**src/rtl/hazard_scoreboard_if.sv**
```systemverilog
// ---------------------------------------------------------------------------
// hazard_scoreboard_if
// Bundles the ID-stage instruction fields and the hazard unit's responses.
//   master : pipeline/ID side. Drives the instruction fields and flush.
//            Receives stall, flush_id_ex, busy and stall_count.
//   slave  : the scoreboard. Sees the instruction and drives the responses.
// ---------------------------------------------------------------------------
interface hazard_scoreboard_if #(
    parameter int NUM_REGS    = 32,
    parameter int REG_AW      = 5,
    parameter int LAT_W       = 3,
    parameter int STALL_CNT_W = 32
);
    logic                   id_valid;
    logic [REG_AW-1:0]      id_rs1;
    logic [REG_AW-1:0]      id_rs2;
    logic                   id_rs1_used;
    logic                   id_rs2_used;
    logic                   id_is_store;
    logic [REG_AW-1:0]      id_rd;
    logic                   id_reg_wr;
    logic [LAT_W-1:0]       id_lat;
    logic                   flush;
    logic                   stall;
    logic                   flush_id_ex;
    logic [NUM_REGS-1:0]    busy;
    logic [STALL_CNT_W-1:0] stall_count;

    modport master (
        output id_valid, id_rs1, id_rs2, id_rs1_used, id_rs2_used,
               id_is_store, id_rd, id_reg_wr, id_lat, flush,
        input  stall, flush_id_ex, busy, stall_count
    );

    modport slave (
        input  id_valid, id_rs1, id_rs2, id_rs1_used, id_rs2_used,
               id_is_store, id_rd, id_reg_wr, id_lat, flush,
        output stall, flush_id_ex, busy, stall_count
    );
endinterface

```
**src/rtl/hazard_scoreboard.sv**
```systemverilog
// ---------------------------------------------------------------------------
// hazard_scoreboard
// Per-register countdown scoreboard for the in-order pipeline. Each tracked
// register holds the number of cycles until its pending result can be
// forwarded. The ID instruction is stalled (with an ID/EX bubble) while a
// source, or a WAW destination, is still pending.
// Ports:
//   clk, rst_n : clock (rising edge), asynchronous active-low reset
//   sb         : hazard_scoreboard_if.slave
//                in : id_valid, id_rs1/2, id_rs1/2_used, id_is_store,
//                     id_rd, id_reg_wr, id_lat, flush
//                out: stall, flush_id_ex, busy, stall_count
// ---------------------------------------------------------------------------
module hazard_scoreboard #(
    parameter int NUM_REGS        = 32,
    parameter int REG_AW          = 5,
    parameter int MAX_LAT         = 7,
    parameter int LAT_W           = 3,
    parameter bit STORE_LATE_DATA = 1'b1,
    parameter bit WAW_CHECK       = 1'b1,
    parameter int STALL_CNT_W     = 32
) (
    input  logic               clk,
    input  logic               rst_n,
    hazard_scoreboard_if.slave sb
);

    logic [NUM_REGS-1:0][LAT_W-1:0] cnt_q, cnt_d;
    logic [STALL_CNT_W-1:0]         stall_cnt_q, stall_cnt_d;
    logic [LAT_W-1:0]               lat_eff;
    logic [LAT_W-1:0]               c_rs1, c_rs2, c_rd;
    logic                           src_hz1, src_hz2, waw_hz;
    logic                           stall_w, issue;
    logic [NUM_REGS-1:0]            busy_w;

    // Out-of-range latencies saturate rather than wrap.
    assign lat_eff = (sb.id_lat > LAT_W'(MAX_LAT)) ? LAT_W'(MAX_LAT) : sb.id_lat;

    assign c_rs1 = cnt_q[sb.id_rs1];
    assign c_rs2 = cnt_q[sb.id_rs2];
    assign c_rd  = cnt_q[sb.id_rd];

    assign src_hz1 = sb.id_rs1_used && (sb.id_rs1 != '0) && (c_rs1 != '0);

    // Store data is consumed in MEM, so one extra pending cycle is tolerable
    // when late store data forwarding is enabled.
    assign src_hz2 = sb.id_rs2_used && (sb.id_rs2 != '0) &&
                     ((sb.id_is_store && STORE_LATE_DATA) ? (c_rs2 > LAT_W'(1))
                                                          : (c_rs2 != '0));

    // A younger write that would land before an older pending write to the
    // same rd would be clobbered by the older one.
    assign waw_hz = WAW_CHECK && sb.id_reg_wr && (sb.id_rd != '0) && (c_rd > lat_eff);

    // Flush dominates: a killed instruction neither stalls nor issues.
    assign stall_w = sb.id_valid && !sb.flush && (src_hz1 || src_hz2 || waw_hz);
    assign issue   = sb.id_valid && !stall_w && !sb.flush;

    assign sb.stall       = stall_w;
    assign sb.flush_id_ex = stall_w || sb.flush;
    assign sb.stall_count = stall_cnt_q;
    assign sb.busy        = busy_w;

    always_comb begin
        busy_w = '0;
        for (int r = 1; r < NUM_REGS; r++) begin
            busy_w[r] = (cnt_q[r] != '0);
        end
    end

    // New issue to rd overrides the decrement of that register's counter.
    always_comb begin
        cnt_d    = cnt_q;
        cnt_d[0] = '0;
        for (int r = 1; r < NUM_REGS; r++) begin
            if (issue && sb.id_reg_wr && (sb.id_rd == REG_AW'(r))) begin
                cnt_d[r] = lat_eff;
            end else if (cnt_q[r] != '0) begin
                cnt_d[r] = cnt_q[r] - LAT_W'(1);
            end
        end
    end

    assign stall_cnt_d = (stall_w && (stall_cnt_q != '1)) ? stall_cnt_q + STALL_CNT_W'(1)
                                                          : stall_cnt_q;

    always_ff @(posedge clk or negedge rst_n) begin
        if (!rst_n) begin
            cnt_q       <= '0;
            stall_cnt_q <= '0;
        end else begin
            cnt_q       <= cnt_d;
            stall_cnt_q <= stall_cnt_d;
        end
    end

endmodule

```
**src/flat_wrapper.sv**
```systemverilog
// flat-port wrapper written by rule: the top's interface ports become plain ports
module hazard_scoreboard_flat 
#(
    parameter int NUM_REGS        = 32,
    parameter int REG_AW          = 5,
    parameter int MAX_LAT         = 7,
    parameter int LAT_W           = 3,
    parameter bit STORE_LATE_DATA = 1'b1,
    parameter bit WAW_CHECK       = 1'b1,
    parameter int STALL_CNT_W     = 32
)
  (clk, rst_n, sb_id_valid, sb_id_rs1, sb_id_rs2, sb_id_rs1_used, sb_id_rs2_used, sb_id_is_store, sb_id_rd, sb_id_reg_wr, sb_id_lat, sb_flush, sb_stall, sb_flush_id_ex, sb_busy, sb_stall_count);
  hazard_scoreboard_if #(.NUM_REGS(NUM_REGS), .REG_AW(REG_AW), .LAT_W(LAT_W), .STALL_CNT_W(STALL_CNT_W)) sb_i ();
  input  logic clk;
  input  logic rst_n;
  input wire logic [$bits(sb_i.id_valid)-1:0] sb_id_valid;
  input wire logic [$bits(sb_i.id_rs1)-1:0] sb_id_rs1;
  input wire logic [$bits(sb_i.id_rs2)-1:0] sb_id_rs2;
  input wire logic [$bits(sb_i.id_rs1_used)-1:0] sb_id_rs1_used;
  input wire logic [$bits(sb_i.id_rs2_used)-1:0] sb_id_rs2_used;
  input wire logic [$bits(sb_i.id_is_store)-1:0] sb_id_is_store;
  input wire logic [$bits(sb_i.id_rd)-1:0] sb_id_rd;
  input wire logic [$bits(sb_i.id_reg_wr)-1:0] sb_id_reg_wr;
  input wire logic [$bits(sb_i.id_lat)-1:0] sb_id_lat;
  input wire logic [$bits(sb_i.flush)-1:0] sb_flush;
  output wire logic [$bits(sb_i.stall)-1:0] sb_stall;
  output wire logic [$bits(sb_i.flush_id_ex)-1:0] sb_flush_id_ex;
  output wire logic [$bits(sb_i.busy)-1:0] sb_busy;
  output wire logic [$bits(sb_i.stall_count)-1:0] sb_stall_count;
  assign sb_i.id_valid = sb_id_valid;
  assign sb_i.id_rs1 = sb_id_rs1;
  assign sb_i.id_rs2 = sb_id_rs2;
  assign sb_i.id_rs1_used = sb_id_rs1_used;
  assign sb_i.id_rs2_used = sb_id_rs2_used;
  assign sb_i.id_is_store = sb_id_is_store;
  assign sb_i.id_rd = sb_id_rd;
  assign sb_i.id_reg_wr = sb_id_reg_wr;
  assign sb_i.id_lat = sb_id_lat;
  assign sb_i.flush = sb_flush;
  assign sb_stall = sb_i.stall;
  assign sb_flush_id_ex = sb_i.flush_id_ex;
  assign sb_busy = sb_i.busy;
  assign sb_stall_count = sb_i.stall_count;
  hazard_scoreboard #(.NUM_REGS(NUM_REGS), .REG_AW(REG_AW), .MAX_LAT(MAX_LAT), .LAT_W(LAT_W), .STORE_LATE_DATA(STORE_LATE_DATA), .WAW_CHECK(WAW_CHECK), .STALL_CNT_W(STALL_CNT_W)) u_core (.clk(clk), .rst_n(rst_n), .sb(sb_i));
endmodule
```
**config.mk**
```make
export PLATFORM = sky130hd
export DESIGN_NAME = hazard_scoreboard_flat
export DESIGN_NICKNAME = d
export VERILOG_FILES = /design/src/rtl/hazard_scoreboard_if.sv /design/src/rtl/hazard_scoreboard.sv /design/src/flat_wrapper.sv
export SDC_FILE = /design/constraint.sdc
export NUM_CORES = 1
export LEC_CHECK = 0
export BUFFER_PORTS_ARGS = -buffer_cell sky130_fd_sc_hd__buf_2
export CELL_PAD_IN_SITES_DETAIL_PLACEMENT = 0
export CELL_PAD_IN_SITES_GLOBAL_PLACEMENT = 1
export CORE_MARGIN = 2
export CORE_UTILIZATION = 48
export CTS_CLUSTER_SIZE = 30
export DETAILED_ROUTE_END_ITERATION = 16
export PLACE_DENSITY_LB_ADDON = 0.1
export REMOVE_ABC_BUFFERS = 1
export SLEW_MARGIN = 20
export SYNTH_ARGS = -nofsm -noshare
export SYNTH_HDL_FRONTEND = slang
export SYNTH_SLANG_ARGS = --single-unit
```
**constraint.sdc**
```tcl
create_clock -name clk -period 4.6 [get_ports clk]
set_input_delay 0.23 -clock clk [delete_from_list [all_inputs] [get_ports clk]]
set_output_delay 0.23 -clock clk [all_outputs]
set_load 0.1 [all_outputs]
```
# Word-level counts from Yosys, hierarchy flattened
# Index checks and enable logic that the tools add are counted.
# Widths: inputs -> output; s select.
[totals]
wordCells = 287
regBits = 125
out_inout_bits = 66
input_bits = 26
[op_classes]
n_addsub = 32
order_cmp = 6
reduce_logical = 115
mux = 70
eq_ne = 32
[op_table]
columns = ["operator", "count"]
rows = [
  ["$mux 3", 66],
  ["$reduce_bool 3->1", 33],
  ["$sub 3x1->3 const B", 31],
  ["$eq 5x5->1 const B", 16],
  ["$reduce_bool 2->1", 31],
  ["$bmux 3 s5", 3],
  ["$logic_and 1x1->1", 43],
  ["$eq 5x4->1 const B", 8],
  ["$add 32x1->32 const B", 1],
  ["$ne 32x32->1 const B", 1],
  ["$eq 5x3->1 const B", 4],
  ["$lt 5x6->1 const B", 3],
  ["$reduce_bool 5->1", 3],
  ["$eq 5x2->1 const B", 2],
  ["$eq 5x1->1 const B", 1],
  ["$gt 3x1->1 const B", 1],
  ["$gt 3x3->1", 1],
  ["$gt 3x3->1 const B", 1],
  ["$logic_or 1x1->1", 3],
  ["$logic_not 1->1", 2],
  ["$mux 1", 1],
]

# Longest topological paths before layout
# Gate-level depths: netlist (run 1).
[depth]
ltp_word = 14
mapped_depth = 17
mapped_depth_nobuf = 14

# Worst setup path before layout (run 1)
# No wires, ideal clock.
[synth_path]
kind = "input port to output port"
startpoint = "input port sb_id_rd[0]"
endpoint = "output port sb_flush_id_ex"
n_path_buf = 3
t_arrival_ns = 5.065
path_slack_ns = -0.695
t_required_ns = 4.370
stages = 13
path_cell_list = "buf_1 > clkbuf_1 > mux4_2 > mux4_2 > mux2_2 > ha_1 > nand3_1 > nand3_1 > o221ai_1 > a41oi_4 > buf_6 > nor2b_1 > or2_2"
[synth_via]
elab_chain_len = 7
elab_cells_between_ends = 9
classes_between = "order compare: 1; mux: 2; reduce/logical: 6"
[synth_rtl]
columns = ["item", "line_no", "rtl"]
rows = [
  ["from (decl)", "flat_wrapper.sv:22", "input wire logic [$bits(sb_i.id_rd)-1:0] sb_id_rd;"],
  ["$bmux 3 s5", "hazard_scoreboard.sv:41", "assign c_rd = cnt_q[sb.id_rd];"],
  ["$mux 3 (implied by the code)", "hazard_scoreboard.sv:41", ""],
  ["$gt 3x3->1", "hazard_scoreboard.sv:53", "assign waw_hz = WAW_CHECK && sb.id_reg_wr && (sb.id_rd != '0) && (c_rd > lat_eff);"],
  ["$logic_and 1x1->1 (*)", "hazard_scoreboard.sv:53", ""],
  ["$logic_or 1x1->1 (*)", "hazard_scoreboard.sv:56", "assign stall_w = sb.id_valid && !sb.flush && (src_hz1 || src_hz2 || waw_hz);"],
  ["$logic_and 1x1->1 (*)", "hazard_scoreboard.sv:56", ""],
  ["named net sb_stall", "flat_wrapper.sv:26", "output wire logic [$bits(sb_i.stall)-1:0] sb_stall;"],
  ["$logic_or 1x1->1 (*)", "hazard_scoreboard.sv:60", "assign sb.flush_id_ex = stall_w || sb.flush;"],
  ["to (decl)", "flat_wrapper.sv:27", "output wire logic [$bits(sb_i.flush_id_ex)-1:0] sb_flush_id_ex;"],
]
# Mark *: on every way through the listed nets, which the timed path passes. The rest lies on a longest branch. The select of a mux whose other input is x is not followed.

# Worst setup path after layout (run 1)
[layout_path]
startpoint = "input port sb_id_rd[0]"
endpoint = "output port sb_flush_id_ex"
[layout_via]
elab_chain_len = 7
elab_cells_between_ends = 9
classes_between = "order compare: 1; mux: 2; reduce/logical: 6"
[layout_rtl]
columns = ["item", "line_no"]
rows = [
  ["$bmux 3 s5", "hazard_scoreboard.sv:41"],
  ["$mux 3 (implied by the code)", "hazard_scoreboard.sv:41"],
  ["$gt 3x3->1", "hazard_scoreboard.sv:53"],
  ["$logic_and 1x1->1 (*)", "hazard_scoreboard.sv:53"],
  ["$logic_or 1x1->1 (*)", "hazard_scoreboard.sv:56"],
  ["$logic_and 1x1->1 (*)", "hazard_scoreboard.sv:56"],
  ["$logic_or 1x1->1 (*)", "hazard_scoreboard.sv:60"],
]
# Mark *: on every way between the ends. The rest lies on a longest branch, timed or not. The select of a mux whose other input is x is not followed.

==> flow_metrics.tcl, run 1 <==
set metrics [dict create \
    synth_cell_types 56 \
    fin_crit_ns 4.27 \
    syn2layout_area_growth_pct 13.5 \
    p_sw_share_pct 49.1 \
    die_w_um 145 \
    cp-end-kind "output port" \
    dp_hpwl_um 18300 \
    pwr-share-clk_pct 17.6 \
    finalCritPeriodShare_pct 92.7 \
    cts_tree "built" \
    ys_seq_elements 125 \
    die_h_um 145 \
    synthCells 948 \
    io_buffer_count 90 \
    p_per_area_nw_per_um2 710 \
    synth_area_leaders "dfrtp_1 33%, mux2i_1 11%, ha_1 8.6%, mux4_2 8.2%, xnor2_1 2.8%" \
    firstDrtPassIters 6 \
    nFillCells 1805 \
    slew_headroom_pct 21.6 \
    max_freq_ghz 0.234 \
    h-tree-depth 4 \
    cts_root_buf "clkbuf_16" \
    worst_hold_path.num_cells 5 \
    overflow 0 \
    ios 92 \
    maxCapViolCount 0 \
    synth_area_um2 9560 \
    diodes 0 \
    drt_wl_total_um 25400 \
    internal_power_w 0.00392 \
    leakage_nw 5.29 \
    fp.dieArea_um2 21100 \
    seq_power_share_pct 28.9 \
    path_clk_slew_ns 0.06 \
    seq_area_frac_synth_pct 32.7 \
    comb_power_share_pct 53.5 \
    numPlacedInstances 1270 \
    ys_async_sr_fraction_pct 100 \
    setup_violations 0 \
    drcViolationCount 0 \
    antenna_found_initial 0 \
    cp_max_fo 28 \
    drtAntennaViolNets 0 \
    cts_setup_buffers 0 \
    core_area_um2 19500 \
    routed_via_density 5.77 \
    clkSinkCount 125 \
    yosys.area.top_type "dfrtp_1" \
    hp-class "input pin to flop" \
    drv_slew 0 \
    cp.required_ns 4.37 \
    synthDominantCellAreaShare_pct 32.7 \
    numCtsBuffers 17 \
    rrSetupSlack_ns 0.71 \
    final_area_um2 10800 \
    tightest_slew_ns 1.17 \
    wire_per_inst_um 19.5 \
    grt_usage_pct 24.9 \
    vias 7513 \
    initial_core_util_pct 48.9 \
    rows 51 \
    fin_nets 1117 \
    grt_pass1_vias 7593 \
    p_sw_w 0.00378 \
    yosysWarnings 0 \
    synth_ff_type "dfrtp_1" \
    place_area_um2 10200 \
    multi_input_area_um2 5930 \
    ir_drop_v 0.000490 \
    cts.path.max_buffers 2 \
    synth_area_per_cell_um2 10.1 \
    grt_start_max_net_pins 55 \
    regArea_um2 3130 \
    instances_no_fill 1303 \
    drive_above_1_share_pct 21.2 \
    first_iter_violations 666 \
    clk-insertion-delay-late_ns 0.43 \
    setup_slack_ns 0.335 \
    worstPathArrival_ns 4.04 \
    hold_violations 0 \
    gp_congestion 0.849 \
    dp_slack_ns 0.186 \
    critPathKind "input pin to output port" \
    reg2reg_depth 11 \
    synth_edf_count 0 \
    skew_ns 0.0109 \
    rsz0062_at_grt "no" \
    grt_pass1_wl_um 41500 \
    run_status "finished, final reports clean" \
    cp-start-kind "input pin" \
]
==> path summary, 6_finish.rpt <==
kind                                                 from                   endpoint
worst max-delay path                          sb_id_rd[0]             sb_flush_id_ex
worst min-delay path                             sb_flush  u_core.sb.stall_count[24]
worst max register to register           u_core.cnt_q[91]           u_core.cnt_q[84]
worst min register to register  u_core.sb.stall_count[19]  u_core.sb.stall_count[19]
max in group asynchronous                           rst_n           u_core.cnt_q[93]
min in group asynchronous                           rst_n           u_core.cnt_q[23]
==> routing by layer <==
metal / vias to the layer above / global-route usage, % / wire length (um)
met1: 3676 / 34.5 / 11900
met3: 33 / 5.00 / 1410
met5: - / 0 / 0
li1: 3565 / - / -
met2: 239 / 39.3 / 11600
met4: 0 / 8.28 / 508
==> cell type report <==
| type | instances | area share [%] |
|---|---|---|
| clock buffers | 18 | 4.05 |
| clock inverters | 14 | 1.37 |
| inverters | 72 | 2.49 |
| multi-input cells | 700 | 54.7 |
| flip-flops and latches | 125 | 28.8 |
| well taps | 265 | 3.06 |
| repair buffers | 109 | 5.51 |
==> flip-flops by register name, indices dropped and copies added, names as in the netlist <==
register / flops
u_core.sb.stall_count: 32
u_core.cnt_q: 93
==> critical path: stages <==
cell and delay (ns):
buf_2 0.59, mux4_2 0.62, mux4_2 0.48, mux2_2 0.28, ha_1 0.31, a21o_1 0.16
a21oi_1 0.14, o221ai_1 0.17, a41oi_4 0.33, nor2b_1 0.13, or2_2 0.28, buf_2 0.29
==> logic make-up after synthesis <==
kind of cell,Yosys count,synth area share (%)
compound gates,93,6.35
simple gates,305,18.0
flops,125,32.7
fa+ha+maj,66,8.64
xor+xnor,62,5.68
mux,173,23.2
other cells,1,0.0392
buf+inv,123,5.33
==> power by group through the flow <==
stage                     logic [W]  clock network (W)  registers, W
after floorplan             0.00327                  0       0.00210
after global placement      0.00409                  0       0.00224
after detailed placement    0.00412                  0       0.00222
after CTS                   0.00415            0.00138       0.00221
after global routing        0.00458            0.00142       0.00229
final                       0.00413            0.00135       0.00223
==> layout by cell type, fill, tap and decap left out, drive strengths merged, types with 5 or more instances in the layout <==
cell type and n:
o21ai 43, buf 108, xor2 31, nand2b 32, and4 5, mux2 36, a21oi 10, inv 79
nor2b 8, ha 66, o221ai 5, dfrtp 125, and3 16, nor3b 13, clkbuf 18, nand3 40
nor2 51, mux2i 102, xnor2 31, a31oi 5, nand4 15, nand2 50, mux4 35, o22ai 5
nor4 8, nor3 52
==> repair_timing <==
action / in CTS / in global routing
hold buffers: 1 / 0
resized for setup: 0 / 0
hold endpoints to repair: 52 / 0
==> cells in the mapped netlist (all sizes together) (4+ instances only) <==
cell / instances
nor2b: 8
inv: 72
and4: 5
ha: 66
a31oi: 5
xnor2: 31
a21oi: 10
xor2: 31
nor3b: 13
dfrtp: 125
nand2b: 32
mux2: 36
nor4b: 4
and2: 4
mux2i: 102
nor2: 51
o22ai: 5
buf: 23
nand3: 40
o21ai: 43
nor3: 52
nand4: 15
o221ai: 5
nor4: 8
and3: 16
nand2: 50
mux4: 35
clkbuf: 28
==> metrics by stage <==
stage / hold slack [ns] / total power, W / utilization [%] / TNS [ns]
floorplan: -0.0656 / 0.00538 / - / -0.804
global placement: 0.326 / 0.00633 / 52.5 / 0
detailed placement: 0.325 / 0.00635 / 52.5 / 0
CTS: 0.322 / 0.00774 / 55.6 / 0
global route: 0.389 / 0.00830 / 55.6 / 0
finish: 0.330 / 0.00771 / 55.6 / 0
No activity file was read; power rests on OpenSTA's default activity.
==> run 2, diff against run 1 <==
--- a/config.mk
+++ b/config.mk
@@ -5,6 +5,7 @@
 export SDC_FILE = /design/constraint.sdc
 export NUM_CORES = 1
 export LEC_CHECK = 0
+export ABC_CLOCK_PERIOD_IN_PS = 4600
 export BUFFER_PORTS_ARGS = -buffer_cell sky130_fd_sc_hd__buf_2
 export CELL_PAD_IN_SITES_DETAIL_PLACEMENT = 0
 export CELL_PAD_IN_SITES_GLOBAL_PLACEMENT = 1
@@ -13,7 +14,6 @@
 export CTS_CLUSTER_SIZE = 30
 export DETAILED_ROUTE_END_ITERATION = 16
 export PLACE_DENSITY_LB_ADDON = 0.1
-export REMOVE_ABC_BUFFERS = 1
 export SLEW_MARGIN = 20
 export SYNTH_ARGS = -nofsm -noshare
 export SYNTH_HDL_FRONTEND = slang
==> run 2 against run 1 <==
Effect of this change: power up 2.7%; critical path depth unchanged; largest cell class unchanged; final cell count shrank 0.23%; first-iteration DRC count fell by 9.6%; count of clock-buffer cells in the layout grew 2; clock power is 11% higher.
==> flow_metrics.tcl, run 2 (synthesis results as in run 1) <==
set metrics [dict create \
    worstPathArrival_ns 4.05 \
    rsz0062_at_grt "no" \
    overflow 0 \
    io_buffer_count 90 \
    firstDrtPassIters 5 \
    drcViolationCount 0 \
    antenna_found_initial 0 \
    grt_start_max_net_pins 61 \
    syn-num-nets 1040 \
    fin_nets 1114 \
    critPathKind "flop to output port" \
    first_iter_violations 602 \
    finalCritPeriodShare_pct 93.0 \
    vias 7531 \
    die_w_um 145 \
    ios 92 \
    drv_slew 0 \
    cts_root_buf "clkbuf_16" \
    syn2layout_area_growth_pct 14.3 \
    cp-end-kind "output port" \
    routed_via_density 5.79 \
    fp.dieArea_um2 21100 \
    fin_crit_ns 4.28 \
    drtAntennaViolNets 0 \
    cp.required_ns 4.37 \
    r2r-start "u_core.cnt_q[79]" \
    grt_usage_pct 25.2 \
    skew_ns 0.0113 \
    total_power_w 0.00791 \
    layout.cells.most_common_list "125 x dfrtp_1, 102 x mux2i_1, 89 x buf_2" \
    numCtsBuffers 17 \
    clk-insertion-delay-late_ns 0.43 \
    reg2reg_to "u_core.cnt_q[15]" \
    grt_pass1_wl_um 41800 \
    largest_reg_flops 93 \
    final_common_cell "dfrtp_1" \
    largest_register "u_core.cnt_q" \
    core_area_um2 19500 \
    rows 51 \
    min_from "sb_flush" \
    crit_path_frequent_cell "mux4_2" \
    setup_violations 0 \
    drive_above_1_share_pct 21.3 \
    hold_end "u_core.sb.stall_count[24]" \
    worst_hold_path.num_cells 5 \
    gp_congestion 0.847 \
    whs_ns 0.345 \
    crit_chain "mux4_2 -> mux4_2 -> mux2_2 -> ha_1 -> a21o_1 -> a21oi_1 -> o221ai_1 -> a41oi_4 -> buf_12 -> nor2b_4 -> or2_2 -> buf_2" \
    cts.path.max_buffers 2 \
    run_status "finished, final reports clean" \
    path_clk_slew_ns 0.06 \
    slew_headroom_pct 37.1 \
    ir_drop_v 0.000356 \
    rrSetupSlack_ns 0.80 \
    diodes 0 \
    cp_slowest_cell "mux4_2" \
    worst_path_largest_cell_delay_ns 0.49 \
    tightest_slew_ns 0.936 \
    die_h_um 145 \
    dp_hpwl_um 18500 \
    startpoint "u_core.cnt_q[79]" \
    leakage_nw 5.32 \
    h-tree-depth 4 \
    initial_core_util_pct 48.9 \
    fin_tns_setup_ns 0 \
    max_freq_ghz 0.234 \
    maxCapViolCount 0 \
    cp-start-kind "flop" \
    reg2reg_depth 11 \
    cts_tree "built" \
    clkSinkCount 125 \
    grt_pass1_vias 7312 \
    setup_slack_ns 0.321 \
    hold_violations 0 \
    drt_wl_total_um 26000 \
    wire_per_inst_um 20.0 \
    cp_max_fo 16 \
    dp_slack_ns 0.321 \
    p_per_area_nw_per_um2 724 \
    hp-class "input pin to flop" \
]
## run 2: metal layers
metal	GRT usage [%]	routed length (um)	vias up
met2	38.7	11600	274
met3	5.53	1940	39
met5	0	0	-
met1	36.0	11900	3663
li1	-	-	3555
met4	7.01	486	0
## run 2: how the worst max path moves through the flow
stage | to | slack [ns] | cells past startpoint
finish | sb_flush_id_ex | 0.32 | 12
global route | sb_flush_id_ex | 0.16 | 14
CTS | sb_flush_id_ex | 0.32 | 14
detailed placement | sb_flush_id_ex | 0.32 | 14
global placement | sb_flush_id_ex | 0.36 | 14
floorplan | sb_flush_id_ex | 0.26 | 13
## run 2: per-stage QoR
stage / util, % / instance area (um2) / std cells
detailed placement: 52.5 / 10300 / 1267
finish: 55.9 / 10900 / 1300
global route: 55.9 / 10900 / 1300
global placement: 52.5 / 10300 / 1267
CTS: 55.9 / 10900 / 1300
floorplan: - / 9560 / 948
## run 2: critical path, delay by kind of cell, from the launching register on
family	cells	cell delay, ns
DFF	1	0.47
adders and majority gates	1	0.31
AOI/OAI and AO/OA	4	0.74
and+or+nand+nor	2	0.32
muxes	3	1.24
buffers and inverters	2	0.51
## run 2: repair_timing
item                      CTS  global route
setup buffers               0             0
hold buffers                1             0
resized for setup           0             0
hold endpoints to repair   58             0
## run 2: report_power, final
group	internal [W]	switching [W]	leakage [nW]
clock	0.000955	0.000549	0.313
combinational	0.00159	0.00259	3.47
sequential	0.00158	0.000648	1.53
## run 2: layout make-up
class                   count  area (um2)
clock inverters            12         184
flip-flops and latches    125        3130
well taps                 265         332
inverters                  72         270
multi-input cells         700        5940
fillers                  1811        8600
clock buffers              20         467
repair buffers            106         601
